**config.mk**
```make
export PLATFORM = sky130hd
export DESIGN_NAME = cp0_irq_ctrl_flat
export DESIGN_NICKNAME = d
export VERILOG_FILES = /design/src/rtl/cp0_irq_ctrl_if.sv /design/src/rtl/cp0_irq_ctrl.sv /design/src/flat_wrapper.sv
export SDC_FILE = /design/constraint.sdc
export NUM_CORES = 1
export LEC_CHECK = 0
export BUFFER_PORTS_ARGS = -buffer_cell sky130_fd_sc_hd__buf_2
export CORE_ASPECT_RATIO = 1.4
export CORE_MARGIN = 2
export CORE_UTILIZATION = 48
export DETAILED_ROUTE_END_ITERATION = 7
export PLACE_DENSITY = 0.88
export SYNTH_ARGS = -nofsm -noshare
export SYNTH_HDL_FRONTEND = slang
export SYNTH_SLANG_ARGS = --single-unit
```
**constraint.sdc**
```tcl
create_clock -name CLK_I -period 5.8 [get_ports CLK_I]
set_input_delay 1.74 -clock CLK_I [delete_from_list [all_inputs] [get_ports CLK_I]]
set_output_delay 1.74 -clock CLK_I [all_outputs]
set_load 0.05 [all_outputs]
```
**src/rtl/cp0_irq_ctrl_if.sv**
```systemverilog
// CP0 register-access and exception-strobe bundle between the pipeline and cp0_irq_ctrl.
// The master side is the pipeline/interrupt sources; the slave side is CP0.
interface cp0_irq_ctrl_if;
  logic [5:0]  HWINT;
  logic [4:0]  ADD_I;
  logic        WE_I;
  logic [31:0] DAT_I;
  logic [31:0] DAT_O;
  logic [31:0] PC_I;
  logic        BD_I;
  logic [4:0]  EXCCODE_I;
  logic        EXL_SET;
  logic        EXL_CLR;
  logic [31:0] EPC_O;
  logic        INT_REQ;

  modport master (
    output HWINT, ADD_I, WE_I, DAT_I, PC_I, BD_I, EXCCODE_I, EXL_SET, EXL_CLR,
    input  DAT_O, EPC_O, INT_REQ
  );

  modport slave (
    input  HWINT, ADD_I, WE_I, DAT_I, PC_I, BD_I, EXCCODE_I, EXL_SET, EXL_CLR,
    output DAT_O, EPC_O, INT_REQ
  );
endinterface

```
**src/rtl/cp0_irq_ctrl.sv**
```systemverilog
// Coprocessor-0 interrupt/exception controller: SR/CAUSE/EPC/PRID, mfc0/mtc0 access,
// EPC capture on exception entry and the interrupt request towards the pipeline.
module cp0_irq_ctrl #(
  parameter logic [31:0] PRID_VAL = 32'h0000_7007,
  parameter logic [5:0]  IM_RST   = 6'b000000
) (
  input  logic           CLK_I,
  input  logic           RST_I,
  cp0_irq_ctrl_if.slave  bus
);

  localparam logic [4:0] REG_SR    = 5'd12;
  localparam logic [4:0] REG_CAUSE = 5'd13;
  localparam logic [4:0] REG_EPC   = 5'd14;
  localparam logic [4:0] REG_PRID  = 5'd15;

  // SR.EXL doubles as the NORMAL/HANDLER mode bit.
  localparam logic NORMAL  = 1'b0;
  localparam logic HANDLER = 1'b1;

  logic [5:0]  im_q;
  logic        ie_q;
  logic        exl_q;
  logic [5:0]  ip_q;
  logic        bd_q;
  logic [4:0]  exc_code_q;
  logic [29:0] epc_q;

  logic sr_we;
  logic epc_we;

  assign sr_we  = bus.WE_I && (bus.ADD_I == REG_SR);
  assign epc_we = bus.WE_I && (bus.ADD_I == REG_EPC);

  // NOTE: state registers use non-blocking assignments so every flop samples
  // the pre-edge values regardless of statement order.
  always_ff @(posedge CLK_I or negedge RST_I) begin
    if (!RST_I) begin
      im_q <= IM_RST;
      ie_q <= 1'b0;
    end else if (sr_we) begin
      im_q <= bus.DAT_I[15:10];
      ie_q <= bus.DAT_I[0];
    end
  end

  // Entry beats eret, and both strobes beat a software write of SR.EXL.
  always_ff @(posedge CLK_I or negedge RST_I) begin
    if (!RST_I) begin
      exl_q <= NORMAL;
    end else if (bus.EXL_SET) begin
      exl_q <= HANDLER;
    end else if (bus.EXL_CLR) begin
      exl_q <= NORMAL;
    end else if (sr_we) begin
      exl_q <= bus.DAT_I[1];
    end
  end

  always_ff @(posedge CLK_I or negedge RST_I) begin
    if (!RST_I) begin
      ip_q       <= 6'b0;
      bd_q       <= 1'b0;
      exc_code_q <= 5'b0;
      epc_q      <= 30'b0;
    end else begin
      ip_q <= bus.HWINT;
      if (bus.EXL_SET) begin
        bd_q       <= bus.BD_I;
        exc_code_q <= bus.EXCCODE_I;
        epc_q      <= bus.PC_I[31:2];
      end else if (epc_we) begin
        epc_q <= bus.DAT_I[31:2];
      end
    end
  end

  // The instruction address is word aligned; its low bits carry no information.
  logic unused_pc_bits;
  assign unused_pc_bits = ^bus.PC_I[1:0];

  logic [31:0] sr_word;
  logic [31:0] cause_word;
  logic [31:0] epc_word;

  assign sr_word    = {16'b0, im_q, 8'b0, exl_q, ie_q};
  assign cause_word = {bd_q, 15'b0, ip_q, 3'b0, exc_code_q, 2'b0};
  assign epc_word   = {epc_q, 2'b00};

  // NOTE: the default before the case keeps this mux purely combinational
  // for every ADD_I value, so no latch is inferred.
  always_comb begin
    bus.DAT_O = 32'b0;
    case (bus.ADD_I)
      REG_SR:    bus.DAT_O = sr_word;
      REG_CAUSE: bus.DAT_O = cause_word;
      REG_EPC:   bus.DAT_O = epc_word;
      REG_PRID:  bus.DAT_O = PRID_VAL;
      default:   bus.DAT_O = 32'b0;
    endcase
  end

  assign bus.EPC_O   = epc_word;
  assign bus.INT_REQ = (|(ip_q & im_q)) & ie_q & (exl_q == NORMAL);

endmodule
```
**src/flat_wrapper.sv**
```systemverilog
// flat-port wrapper written by rule: the top's interface ports become plain ports
module cp0_irq_ctrl_flat 
#(
  parameter logic [31:0] PRID_VAL = 32'h0000_7007,
  parameter logic [5:0]  IM_RST   = 6'b000000
)
  (CLK_I, RST_I, bus_HWINT, bus_ADD_I, bus_WE_I, bus_DAT_I, bus_PC_I, bus_BD_I, bus_EXCCODE_I, bus_EXL_SET, bus_EXL_CLR, bus_DAT_O, bus_EPC_O, bus_INT_REQ);
  cp0_irq_ctrl_if bus_i ();
  input  logic CLK_I;
  input  logic RST_I;
  input wire logic [$bits(bus_i.HWINT)-1:0] bus_HWINT;
  input wire logic [$bits(bus_i.ADD_I)-1:0] bus_ADD_I;
  input wire logic [$bits(bus_i.WE_I)-1:0] bus_WE_I;
  input wire logic [$bits(bus_i.DAT_I)-1:0] bus_DAT_I;
  input wire logic [$bits(bus_i.PC_I)-1:0] bus_PC_I;
  input wire logic [$bits(bus_i.BD_I)-1:0] bus_BD_I;
  input wire logic [$bits(bus_i.EXCCODE_I)-1:0] bus_EXCCODE_I;
  input wire logic [$bits(bus_i.EXL_SET)-1:0] bus_EXL_SET;
  input wire logic [$bits(bus_i.EXL_CLR)-1:0] bus_EXL_CLR;
  output wire logic [$bits(bus_i.DAT_O)-1:0] bus_DAT_O;
  output wire logic [$bits(bus_i.EPC_O)-1:0] bus_EPC_O;
  output wire logic [$bits(bus_i.INT_REQ)-1:0] bus_INT_REQ;
  assign bus_i.HWINT = bus_HWINT;
  assign bus_i.ADD_I = bus_ADD_I;
  assign bus_i.WE_I = bus_WE_I;
  assign bus_i.DAT_I = bus_DAT_I;
  assign bus_i.PC_I = bus_PC_I;
  assign bus_i.BD_I = bus_BD_I;
  assign bus_i.EXCCODE_I = bus_EXCCODE_I;
  assign bus_i.EXL_SET = bus_EXL_SET;
  assign bus_i.EXL_CLR = bus_EXL_CLR;
  assign bus_DAT_O = bus_i.DAT_O;
  assign bus_EPC_O = bus_i.EPC_O;
  assign bus_INT_REQ = bus_i.INT_REQ;
  cp0_irq_ctrl #(.PRID_VAL(PRID_VAL), .IM_RST(IM_RST)) u_core (.CLK_I(CLK_I), .RST_I(RST_I), .bus(bus_i));
endmodule
```
==> results of run 1 <==
report_power, final:
group          leakage, nW  internal (mW)  switching (mW)
Clock               0.0441         0.0849           0.117
Sequential           0.575          0.384          0.0270
Combinational         1.12         0.0812           0.167
critical path: stages:
cell and delay [ps]:
buf_2 310, nor2b_1 590, nand2_1 140, a21oi_1 170, buf_2 290
final cells by class:
type | count | share of cell area, %
tap | 68 | 2.44
sequential | 50 | 35.8
inverter | 2 | 0.215
multi-input combinational | 209 | 37.6
clock buffer | 5 | 1.97
timing repair buffer | 148 | 21.4
clock inverter | 3 | 0.609
flip-flops by register name, indices dropped and copies added (netlist names):
signal             cells
u_core.epc_q          30
u_core.im_q            6
u_core.ip_q            6
u_core.exc_code_q      5
u_core.bd_q            1
u_core.exl_q           1
u_core.ie_q            1
routing by layer:
layer	vias to the layer above	GRT usage, %
li1	1294	-
met1	1292	27.5
met2	114	47.4
met3	20	4.45
met4	0	9.83
met5	-	0
cell usage in the layout, fill, tap and decap left out:
| master | count |
|---|---|
| a21oi_1 | 36 |
| a22oi_1 | 8 |
| a311o_1 | 1 |
| a311oi_1 | 1 |
| a31oi_1 | 29 |
| a41oi_1 | 1 |
| and2_1 | 1 |
| and2b_1 | 1 |
| and3_1 | 18 |
| and4_1 | 1 |
| and4bb_4 | 1 |
| buf_2 | 146 |
| buf_4 | 2 |
| clkbuf_8 | 5 |
| clkinv_2 | 1 |
| clkinv_4 | 1 |
| clkinvlp_4 | 1 |
| conb_1 | 2 |
| dfrtp_1 | 50 |
| inv_1 | 2 |
| mux2_2 | 16 |
| mux2i_1 | 3 |
| nand2_1 | 8 |
| nand2_4 | 1 |
| nand2b_1 | 1 |
| nand3b_1 | 1 |
| nand4bb_1 | 1 |
| nor2_1 | 9 |
| nor2b_1 | 32 |
| o21ai_0 | 26 |
| o21ai_1 | 5 |
| o22ai_1 | 3 |
| or2_2 | 3 |
worst max path at each step:
stage	start	slack (ps)	endpoint	depth (start not counted)
after floorplan	bus_ADD_I[1]	850	bus_DAT_O[10]	5
after global placement	bus_ADD_I[1]	890	bus_DAT_O[31]	5
after CTS	bus_ADD_I[1]	840	bus_DAT_O[15]	5
after global routing	bus_ADD_I[1]	690	bus_DAT_O[6]	5
final	bus_ADD_I[1]	800	bus_DAT_O[15]	5
after detailed placement	bus_ADD_I[1]	840	bus_DAT_O[15]	5
kinds of logic after synthesis:
logic type	share of synthesized area [%]
buffers and inverters	6.36
other	0.137
DFF	45.8
muxes	7.69
AOI/OAI and AO/OA	22.8
and+or+nand+nor	17.2
metrics by stage:
stage          hold WS [ps]  setup WS, ps
2_1_floorplan           475           853
3_3_place_gp            486           892
3_5_place_dp            501           843
4_1_cts                 523           844
5_1_grt                 547           692
6_report                520           800
==> flow_metrics.py, run 1 <==
metrics = {
    "cts": {
        "cts_resized": 0,
        "cts.sinks": 50,
        "post_cts_buffers": 0,
        "htreeDepth": 2,
        "clkTransAtPathRegs_ps": 100,
        "cts_tree": "done",
        "hold_buffers": 0,
        "root_buffer": "clkbuf_8",
        "clock_path_buffers": 2,
        "clock_latency_ps": 300,
        "cts_buffers": 5,
    },
    "synthesis": {
        "async_flop_share_pct": 100,
        "syn_inst": 290,
        "ys_ff_latch": 50,
        "syn_area_um2": 2730,
        "yosysTopAreaCell": "dfrtp_1",
        "netlist.area_leader.share_pct": 45.8,
        "syn_area_per_cell_um2": 9.42,
        "synth_edf_count": 0,
        "synthTopCellsByArea": "dfrtp_1 46%, nor2b_1 7.3%, a31oi_1 6.6%",
        "ys_warn_count": 0,
        "yosysSeqAreaShare_pct": 45.8,
        "yosys.cell_types.count": 32,
        "synth-main-ff-cell": "dfrtp_1",
        "yosysMostFrequentCell": "dfrtp_1",
        "synth_top_cells_by_count": "50 x dfrtp_1, 36 x a21oi_1, 32 x nor2b_1",
    },
    "timing": {
        "fin_crit_ps": 5000,
        "fmax_mhz": 200,
        "drv_slew": 0,
        "finalSetupViolations": 0,
        "slew_headroom_pct": 23.7,
        "tns_ps": 0,
        "tightest_slew_ps": 1140,
        "finClkSkew_ps": 0,
        "finalCritPeriodShare_pct": 86.2,
        "rsz0062_at_grt": "false",
        "finalHoldViolCount": 0,
    },
    "critical_path": {
        "r2r_setup_slack_ps": 5000,
        "worstSetupEndpointType": "output pin",
        "worstRegToRegCells": 1,
        "critPathKind": "input pin to output pin",
        "worstPathArrival_ps": 3260,
        "rr_endpoint": "u_core.exl_q$_DFFE_PN0P_",
        "timing.rr.start": "u_core.exl_q$_DFFE_PN0P_",
        "critPathLaunchType": "input pin",
        "cp.required_ps": 4060,
        "critPathMaxFanout": 35,
    },
    "floorplan": {
        "die_w_um": 67.8,
        "start_util_pct": 49.8,
        "io_pins": 151,
        "die_area_um2": 6320,
        "rows": 32,
        "core_um2": 5490,
        "fp.dieH_um": 93.3,
    },
    "worst_hold_path": {
        "hp-start": "u_core.bd_q$_DFFE_PN0P_",
        "holdPathStages": 1,
        "min_to": "u_core.bd_q$_DFFE_PN0P_",
        "hold_path_class": "flip-flop to flip-flop",
    },
    "route": {
        "drt-initial-drc-count": 129,
        "wl_met2_um": 4230,
        "vias": 2720,
        "drc": 0,
        "dr.pass1.iters": 4,
        "antenna_left": 0,
        "wl_met3_um": 462,
        "wl_met1_um": 2900,
        "wl_per_cell_um": 16.2,
        "top_layer": "met4",
        "vias_per_cell": 5.61,
        "wl_um": 7840,
    },
    "layout": {
        "nNetsFinal": 502,
        "antennaDiodeCount": 0,
        "multi_input_area_um2": 1310,
        "final_area_um2": 3490,
        "fin_cells": 485,
        "syn_to_final_growth_pct": 27.7,
        "fillers": 498,
        "drive_above_1_share_pct": 42.4,
        "regArea_um2": 1250,
        "fin_util_pct": 63.6,
    },
    "run": {
        "cap_viol_max_count": 0,
    },
    "global_route": {
        "antenna_found_initial": 0,
        "grt_pass1_wl_um": 12400,
        "grt_pass1_vias": 2757,
        "grt_use_total_pct": 25.5,
        "gr-total-overflow": 0,
        "grt_max_degree": 68,
    },
    "power": {
        "leakage_nw": 1.74,
        "power_uw": 862,
        "cellPowerDensity_nw_per_um2": 247,
        "irDropWorstVdd_uv": 121,
    },
    "run_status": {
        "outcome": "complete, no violations",
    },
    "placement": {
        "hpwl_um": 5460,
        "placed_area_um2": 3400,
        "dp.cells": 477,
        "portBuffers": 146,
        "gp_congestion": 0.810,
    },
}
No activity file was read; power rests on OpenSTA's default activity.
==> run 2, diff against run 1 <==
- CORE_UTILIZATION: 48 -> 40
- PLACE_DENSITY: 0.88 -> 0.75
==> flow_metrics.py, run 2 (synthesis gave the netlist of run 1 again) <==
metrics = {
    "run_status": {
        "outcome": "complete, no violations",
    },
    "critical_path": {
        "cp_cell_sequence": "buf_2, nor2b_1, a22oi_1, nor2_1, buf_2",
        "cp_num_buf_inv": 2,
        "critPathMaxFanout": 35,
        "cp.required_ps": 4060,
        "worstPathArrival_ps": 3280,
        "path_common_cell": "buf_2",
        "worstSetupEndpointType": "output pin",
        "critPathKind": "input pin to output pin",
        "cpMaxStageDelayCell": "nor2b_1",
        "crit_family": "simple AND/OR/NAND/NOR gates",
        "critPathLaunchType": "input pin",
        "slowest_delay_ps": 590,
    },
    "power": {
        "netSwitchingFraction_pct": 34.8,
        "p_sw_uw": 300,
        "power_uw": 862,
        "cellPowerDensity_nw_per_um2": 245,
        "pwr-share-clk_pct": 23.6,
        "p_int_uw": 562,
        "power_frac_comb_pct": 28.8,
        "seq_power_share_pct": 47.5,
        "leakage_nw": 1.75,
        "irDropWorstVdd_uv": 128,
    },
    "cts": {
        "clock_path_buffers": 2,
        "cts_resized": 0,
        "hold_buffers": 0,
        "clock_latency_ps": 280,
        "htreeDepth": 2,
        "post_cts_buffers": 0,
        "clkTransAtPathRegs_ps": 90,
        "cts_tree": "done",
        "root_buffer": "clkbuf_8",
        "cts_buffers": 5,
        "cts.sinks": 50,
    },
    "timing": {
        "finalSetupViolations": 0,
        "tightest_slew_ps": 1150,
        "rsz0062_at_grt": "false",
        "finalWorstSetupSlack_ps": 783,
        "fmax_mhz": 199,
        "finalCritPeriodShare_pct": 86.5,
        "holdWs_ps": 513,
        "finalHoldViolCount": 0,
        "drv_slew": 0,
        "fin_crit_ps": 5020,
        "finClkSkew_ps": 0,
        "tns_ps": 0,
        "slew_headroom_pct": 23.0,
    },
    "layout": {
        "drive_above_1_share_pct": 42.2,
        "fin_util_pct": 53.3,
        "final_common_cell": "buf_2",
        "antennaDiodeCount": 0,
        "nNetsFinal": 502,
        "largest-register": "u_core.epc_q",
        "layout_common_cells": "146 x buf_2, 50 x dfrtp_1, 36 x a21oi_1",
        "largest_reg_flops": 30,
        "reg_top3": "u_core.epc_q: 30 flops, u_core.im_q: 6 flops, u_core.ip_q: 6 flops",
        "syn_to_final_growth_pct": 28.9,
    },
    "placement": {
        "gp_congestion": 0.830,
        "portBuffers": 146,
        "place_ws_ps": 768,
        "hpwl_um": 5530,
    },
    "route": {
        "dr.pass1.iters": 4,
        "drc": 0,
        "wl_um": 7800,
        "drt-initial-drc-count": 99,
        "antenna_left": 0,
        "vias": 2734,
        "wl_per_cell_um": 15.3,
        "vias_per_cell": 5.37,
    },
    "floorplan": {
        "fp.dieH_um": 102,
        "die_w_um": 73.9,
        "io_pins": 151,
        "die_area_um2": 7520,
        "start_util_pct": 41.3,
        "rows": 35,
        "core_um2": 6610,
    },
    "global_route": {
        "grt_pass1_vias": 2512,
        "antenna_found_initial": 0,
        "grt_pass1_wl_um": 12100,
        "grt_max_degree": 68,
        "gr-total-overflow": 0,
        "grt_use_total_pct": 20.8,
    },
    "worst_hold_path": {
        "hold_path_class": "flip-flop to flip-flop",
    },
    "run": {
        "cap_viol_max_count": 0,
    },
}
-- run 2: through the flow --
step | cells | instance area (um^2)
2_1_floorplan | 291 | 2740
3_3_place_gp | 501 | 3430
3_5_place_dp | 501 | 3430
4_1_cts | 509 | 3520
5_1_grt | 509 | 3520
6_report | 509 | 3520
-- run 2: layout make-up --
cell class	instances	area (um^2)
Fill cell	627	3090
Multi-Input combinational cell	209	1310
Sequential cell	50	1250
Timing Repair Buffer	148	746
Tap cell	92	115
Clock buffer	7	86.3
Inverter	2	7.51
Clock inverter	1	5.00
-- run 2: routing by layer --
metal,track usage (%),vias up,share of wire (%)
met5,0,-,0
met4,6.71,0,1.6
met3,4.08,11,6.0
met2,35.9,122,53
met1,25.7,1302,39
li1,-,1299,-
-- run 2: power groups by stage --
stage / Clock (mW) / Sequential, mW / Combinational [mW]
final: 0.203 / 0.410 / 0.249
after global routing: 0.232 / 0.415 / 0.268
after CTS: 0.214 / 0.410 / 0.250
after detailed placement: 0 / 0.417 / 0.250
after global placement: 0 / 0.414 / 0.245
after floorplan: 0 / 0.480 / 0.107
-- run 2: worst paths after layout --
check,start,endpoint,slack [ps],cells after the start
max in group asynchronous,RST_I,u_core.epc_q[24]$_DFFE_PN0P_,3470,1
min,u_core.exc_code_q[0]$_DFFE_PN0P_,u_core.exc_code_q[0]$_DFFE_PN0P_,510,1
min in group asynchronous,RST_I,u_core.exc_code_q[4]$_DFFE_PN0P_,1650,1
max reg2reg,u_core.im_q[1]$_DFFE_PN0P_,u_core.im_q[1]$_DFFE_PN0P_,5010,1
min reg2reg,u_core.exc_code_q[0]$_DFFE_PN0P_,u_core.exc_code_q[0]$_DFFE_PN0P_,510,1
max,bus_ADD_I[1],bus_DAT_O[31],780,5
